`config.mk`:
```
export PLATFORM = sky130hd
export DESIGN_NAME = jk_sync_up_counter
export DESIGN_NICKNAME = d
export VERILOG_FILES = /design/src/rtl/counter_pkg.sv /design/src/rtl/jk_cell.sv /design/src/rtl/jk_sync_up_counter.sv
export SDC_FILE = /design/constraint.sdc
export NUM_CORES = 1
export LEC_CHECK = 0
export CAP_MARGIN = 20
export CORE_AREA = 5 5 42 44
export DETAILED_ROUTE_END_ITERATION = 12
export DIE_AREA = 0 0 47 49
export PLACE_DENSITY = 0.55
export SYNTH_ARGS = -nofsm -noshare
export SYNTH_HDL_FRONTEND = slang
export SYNTH_SLANG_ARGS = --single-unit
```
`constraint.sdc`:
```
create_clock -name clk -period 1.7 [get_ports clk]
set_input_delay 0.425 -clock clk [delete_from_list [all_inputs] [get_ports clk]]
set_output_delay 0.425 -clock clk [all_outputs]
set_load 0.05 [all_outputs]
```
`src/rtl/counter_pkg.sv`:
```
// Shared JK encodings and per-bit excitation helper
// for the synchronous JK counter family.
package counter_pkg;

   localparam logic [1:0] HOLD = 2'b00;
   localparam logic [1:0] RST  = 2'b01;
   localparam logic [1:0] SET  = 2'b10;
   localparam logic [1:0] TOG  = 2'b11;

   // {J,K} that moves a bit from cur to nxt
   function automatic logic [1:0] jk_of(
      input logic cur,
      input logic nxt
   );
      if (cur == nxt)
         return HOLD;
      return TOG;
   endfunction

endpackage

```
`src/rtl/jk_cell.sv`:
```
// Single JK flip-flop, async active-low reset.
// One instance per counter bit.
module jk_cell
   import counter_pkg::*;
(
   input  logic clk,
   input  logic rst,
   input  logic j,
   input  logic k,
   output logic q
);

   always_ff @(posedge clk or negedge rst) begin
      if (!rst) begin
         q <= 1'b0;
      end else begin
         unique case ({j, k})
            HOLD: q <= q;
            RST:  q <= 1'b0;
            SET:  q <= 1'b1;
            TOG:  q <= ~q;
         endcase
      end
   end

endmodule

```
`src/rtl/jk_sync_up_counter.sv`:
```
// Synchronous modulo-N up counter built from JK cells,
// with clear, load, enable, terminal count and wrap pulse.
module jk_sync_up_counter
   import counter_pkg::*;
#(
   parameter int WIDTH   = 4,
   parameter int MODULUS = 16
) (
   input  logic             clk,
   input  logic             rst,
   input  logic             clr,
   input  logic             load,
   input  logic             en,
   input  logic [WIDTH-1:0] din,
   output logic [WIDTH-1:0] count,
   output logic             tc,
   output logic             wrap,
   output logic             load_err
);

   localparam logic [WIDTH-1:0] LAST    = WIDTH'(MODULUS - 1);
   localparam logic [WIDTH:0]   MOD_EXT = (WIDTH + 1)'(MODULUS);

   logic [WIDTH-1:0]      nxt;
   logic [WIDTH-1:0][1:0] jk;
   logic                  at_last;
   logic                  din_ok;

   assign at_last = (count == LAST);
   assign din_ok  = ({1'b0, din} < MOD_EXT);
   assign tc      = at_last & en;

   always_comb begin
      nxt = count;
      if (load)
         nxt = din_ok ? din : '0;
      else if (en)
         nxt = at_last ? '0 : count + WIDTH'(1);
   end

   // Clear, load and wrap force bits explicitly; plain
   // increment falls out of the binary toggle rule.
   always_comb begin
      jk = '0;
      for (int i = 0; i < WIDTH; i++) begin
         if (clr)
            jk[i] = RST;
         else if (load)
            jk[i] = nxt[i] ? SET : RST;
         else if (en && at_last)
            jk[i] = count[i] ? RST : HOLD;
         else
            jk[i] = jk_of(count[i], nxt[i]);
      end
   end

   for (genvar i = 0; i < WIDTH; i++) begin : g_bit
      jk_cell u_cell (
         .clk (clk),
         .rst (rst),
         .j   (jk[i][1]),
         .k   (jk[i][0]),
         .q   (count[i])
      );
   end

   always_ff @(posedge clk or negedge rst) begin
      if (!rst) begin
         wrap     <= 1'b0;
         load_err <= 1'b0;
      end else if (clr) begin
         wrap     <= 1'b0;
         load_err <= 1'b0;
      end else if (load) begin
         wrap <= 1'b0;
         if (!din_ok)
            load_err <= 1'b1;
      end else begin
         wrap <= tc;
      end
   end

endmodule

```
* After elaboration in Yosys (flattened, before gate mapping)
Cells that the tools add are included.
** Storage, ports and cells
- Flip-flop bits (word level) :: 5
- Logic and storage cells :: 86
- Input bits :: 9
** Operators by class
- Eq/ne operators :: 17
- Mux-type cells :: 53
- Bitwise gates (word level) :: 5
- Add/subtract/negate cells :: 1
- Reduce and logical (&&, ||, !) cells :: 5
** Operator list (count)
- 2-to-1 mux 2 bit :: 24
- 2-to-1 mux 1 bit :: 22
- equality test 2 bit (second input constant) :: 8
- 2-to-1 mux 4 bit :: 3
- case mux 1 bit (3 select lines) :: 4
- equality test 2 x 1 -> 1 bit (second input constant) :: 4
- logical NOT 2 bit :: 4
- adder 4 x 1 -> 4 bit (second input constant) :: 1
- equality test 1 bit :: 4
- equality test 4 bit (second input constant) :: 1
- inverter 1 bit :: 4
- bitwise AND 1 bit :: 1
- logical AND 1 bit :: 1

* Depth between registers and ports, before layout
- Depth after elaboration :: 15
- Gate-level depth with buffers :: 4
- Depth with buffers taken out :: 4

* Cells and area by module
A second synthesis with hierarchy kept.
** Unflattened totals
- Cells, all modules :: 51
- Area, all modules :: 394.1 sq um
** Modules (own cells, without submodules)
- jk_sync_up_counter :: seq. area each 25.0 sq um, area each 259.0 sq um, cells an instance 39, times used 1
- jk_cell :: seq. area each 25.0 sq um, area each 33.8 sq um, cells an instance 3, times used 4

* Worst setup path after synthesis
No wires, ideal clock.
- Kind :: register -> register
- Start :: register g_bit[0].u_cell.q
- End :: register g_bit[0].u_cell.q
- Required time :: 1.623 ns
- Clock period less this slack :: 1.431 ns
- Setup slack :: 0.269 ns
- Data arrival time :: 1.353 ns
- Buffers on the path :: 0
- Setup time :: 0.077 ns
- Stages on the path, launching flop included :: 5
- Cells stage by stage :: dfrtp_1 ha_1 and4_4 or3_1 a21oi_1
** Between the ends
- Word-level cells in the longest chain between the ends :: 15
** RTL lines
- start: declaration :: line jk_cell.sv:10 : output logic q
- start signal: assignment :: line jk_cell.sv:18 : HOLD: q <= q;
- start signal: assignment :: line jk_cell.sv:21 : TOG: q <= ~q;
- adder 4 x 1 -> 4 bit or equality test 4 bit (tied branches) :: line jk_sync_up_counter.sv:38, jk_sync_up_counter.sv:29
- 2-to-1 mux 4 bit :: line jk_sync_up_counter.sv:38 : nxt = at_last ? '0 : count + WIDTH'(1);
- 2-to-1 mux 4 bit :: line jk_sync_up_counter.sv:37 : else if (en)
- 2-to-1 mux 4 bit :: line jk_sync_up_counter.sv:35 : if (load)
- equality test 1 bit :: line counter_pkg.sv:15 : if (cur == nxt)
- 2-to-1 mux 1 bit :: line counter_pkg.sv:15
- 2-to-1 mux 1 bit :: line jk_sync_up_counter.sv:50 : else if (en && at_last)
- 2-to-1 mux 1 bit :: line jk_sync_up_counter.sv:48 : else if (load)
- 2-to-1 mux 1 bit :: line jk_sync_up_counter.sv:46 : if (clr)
- 2-to-1 mux 2 bit :: line counter_pkg.sv:17 : return TOG;
- 2-to-1 mux 2 bit :: line jk_sync_up_counter.sv:50
- 2-to-1 mux 2 bit :: line jk_sync_up_counter.sv:48
- 2-to-1 mux 2 bit :: line jk_sync_up_counter.sv:46
- equality test 2 bit or equality test 2 x 1 -> 1 bit (tied branches) :: line jk_cell.sv:17 : unique case ({j, k})
- case mux 1 bit (3 select lines) :: line jk_cell.sv:17
Parallel ways exist; a longest one is shown, timed or not. The select of a mux whose other input is x is not followed.
A chain may end at the register's enable or synchronous reset.

* Worst setup path after layout
- Start :: register g_bit[1].u_cell.q
- End :: output tc
** Between the ends
- Word-level cells in the longest chain between the ends :: 2
** RTL lines
- start: declaration :: line jk_cell.sv:10
- start signal: assignment :: line jk_cell.sv:18
- start signal: assignment :: line jk_cell.sv:21
- equality test 4 bit :: line jk_sync_up_counter.sv:29 : assign at_last = (count == LAST);
- bitwise AND 1 bit :: line jk_sync_up_counter.sv:31 : assign tc = at_last & en;
- end: declaration :: line jk_sync_up_counter.sv:16 : output logic tc,
No other way between the ends.

==> summary.txt <==
Outcome
  • Status: completed

Worst setup path
  • Crit start category: flop
  • Crit Path Class: reg -> out
  • Crit path buffers/inverters: 1
  • Worst-path fanout max: 4
  • Critical Path Slowest Stage Cell: dfrtp_1
  • CP Cell Sequence: ha_2 > and4_4 > buf_12
  • CP Capture Type: output port
  • Max incr delay on CP: 0.34 ns
  • Crit path DAT: 1.19 ns
  • Req. time, crit path: 1.27 ns
  • Top cell family by delay on the critical path: flip-flops
  • FF-to-FF setup slack: 0.35 ns

Placement
  • DP Wirelength: 659 microns
  • IO buf count: 14
  • Gpl congestion: 0.680

CTS
  • H-tree lvl count: 1
  • Clk Latency, worst-skew pair: 0.24 ns
  • CTS Sinks: 5
  • Root buffer cell: clkbuf_4
  • Post-CTS setup buffers: 0
  • Clock-pin slew on the worst setup and hold paths: 0.04 ns
  • CTS tree: built
  • CTS buffer count: 3
  • CTS max path bufs: 2

STA
  • Clock skew: 0.00277 ns
  • Fmax: 0.619 GHz
  • Crit path time final: 1.61 ns
  • Final setup violation count: 0
  • Max Slew Vio Count: 0
  • Setup tns final: 0 ns
  • Period Utilization, post-route: 95.0%
  • Unrepaired setup endpoints after global routing: no
  • Final Hold Fails: 0

Synthesis
  • Top post-synthesis cells by count: 5 x buf_4, 5 x dfrtp_1, 5 x nand2_1, 3 x a21oi_1
  • Mean cell area of the mapped netlist: 9.38 sq um
  • Leading area contributor after synthesis: dfrtp_1
  • Dominant synthesized flop cell: dfrtp_1
  • Top cell type's share of synthesized area: 39.2%
  • Sequential area share after synthesis: 39.2%
  • EDFF count, synth: 0
  • Yosys warns: 0
  • Asr flop ratio synth: 100%
  • Cell Area, Synth: 319 sq um
  • Syn Inst Count: 34
  • Register bit total from synthesis: 5
  • Synth cell types: 18
  • Syn Nets: 44
  • Synth area leaders: dfrtp_1 39%, buf_4 12%, nand2_1 5.9%, a21oi_1 4.7%, a221oi_2 4.7%

Power and ir drop
  • Leakage: 0.241 nW
  • Worst vdd ir: 0.303 mV
  • PwrDens: 714 nW/um^2

Floorplan
  • Die width: 47 microns
  • Total core area: 1400 sq um
  • Die area: 2300 sq um
  • Die height: 49 microns
  • Effective utilization at floorplan: 22.8%
  • # rows: 14
  • # IOs: 16

Global route
  • First-pass GRT wire length: 1400 microns
  • Initial antenna violation count: 0
  • Vias in the first global route: 320
  • Total GRT Usage: 8.83%
  • Largest net degree at the start of global routing: 6
  • Congestion Overflow GR: 0

Layout
  • Post-layout util: 39.0%
  • Layout cell share with drive strength beyond 1: 31.4%
  • FILL cells: 146
  • Ant diodes: 0
  • Synth-to-Final Area Change: 71.4%
  • Post-layout nets: 62

Drt
  • DR pass1 iterations: 4
  • Initial DRC count: 2
  • Vias: 291
  • Antenna Nets Post-Route: 0
  • Overall routed net length: 766 microns
  • Detailed-route DRC error count: 0
  • WL/cell: 11.4 microns
  • Via-to-Cell Ratio: 4.34

Run
  • Max-cap check violation count: 0

Hold path
  • Worst hold path type: in -> async
[per-stage QoR]
stage | hold WS, ns | instance area (sq um) | worst slack, ns | std cells | total power [W]
detailed placement | 0.676 | 519 | -0.0631 | 63 | 0.000258
global placement | 0.655 | 519 | -0.0608 | 63 | 0.000256
floorplan | 0.129 | 319 | 0.269 | 34 | 0.000197
global route | 0.441 | 547 | 0.0197 | 67 | 0.000416
finish | 0.410 | 547 | 0.0852 | 67 | 0.000391
CTS | 0.415 | 544 | 0.0447 | 67 | 0.000399
[metal layers]
| layer | global-route usage, % | vias up | share of wire, % |
|---|---|---|---|
| met5 | 0 | - | 0 |
| met4 | 6.91 | 0 | 1.6 |
| met3 | 3.69 | 2 | 8.9 |
| met2 | 11.5 | 11 | 52 |
| met1 | 10.9 | 134 | 37 |
| li1 | - | 144 | - |
[power by group]
group | leakage, nW | switching [W] | internal, W
clock | 0.0150 | 0.0000474 | 0.0000887
sequential | 0.0662 | 0.00000705 | 0.000126
combinational | 0.160 | 0.0000596 | 0.0000617
[cell families after synthesis]
group	Yosys count	synth area share (%)
AND/OR/NAND/NOR	10	16.9
AO/OA/AOI/OAI	7	16.1
buffers and inverters	7	14.1
flip-flops	5	39.2
XOR/XNOR	2	5.49
adder cells (fa/ha/maj)	1	3.92
other	1	1.18
multiplexers	1	3.14
[final timing paths]
check	start	end	depth (start not counted)
setup reg to reg	g_bit[0].u_cell.q	g_bit[0].u_cell.q	4
setup / recovery	g_bit[1].u_cell.q	tc	3
max in group asynchronous	rst	g_bit[0].u_cell.q	1
hold reg to reg	g_bit[3].u_cell.q	g_bit[3].u_cell.q	2
hold / removal	rst	g_bit[2].u_cell.q	1
min in group clk	g_bit[3].u_cell.q	g_bit[3].u_cell.q	2
[placed cells by master (no fill, tap or decap), types with 2 or more instances in the layout]
master / instances
clkbuf_4: 3
a21oi_1: 3
clkdlybuf4s50_1: 7
or3_1: 2
dfrtp_1: 5
buf_4: 5
inv_1: 2
nand2_1: 5
buf_12: 5
[cell type report]
type	count	area (sq um)	share of cell area, %
repair buffers	18	216	39.6
multi-input cells	22	151	27.7
flip-flops and latches	5	125	22.9
clock buffers	4	26.3	4.81
well taps	16	20.0	3.66
inverters	2	7.51	1.37
[state kept, by name, indices dropped and copies added (netlist names)]
name            count
g_bit.u_cell.q      4
wrap                1
[timing repair]
item	CTS	global route
resized for setup	1	1
gates cloned	0	0
pin swaps	1	0
endpoints found under the setup margin	1	1
hold buffers	0	0
No activity file was read; power rests on OpenSTA's default activity.
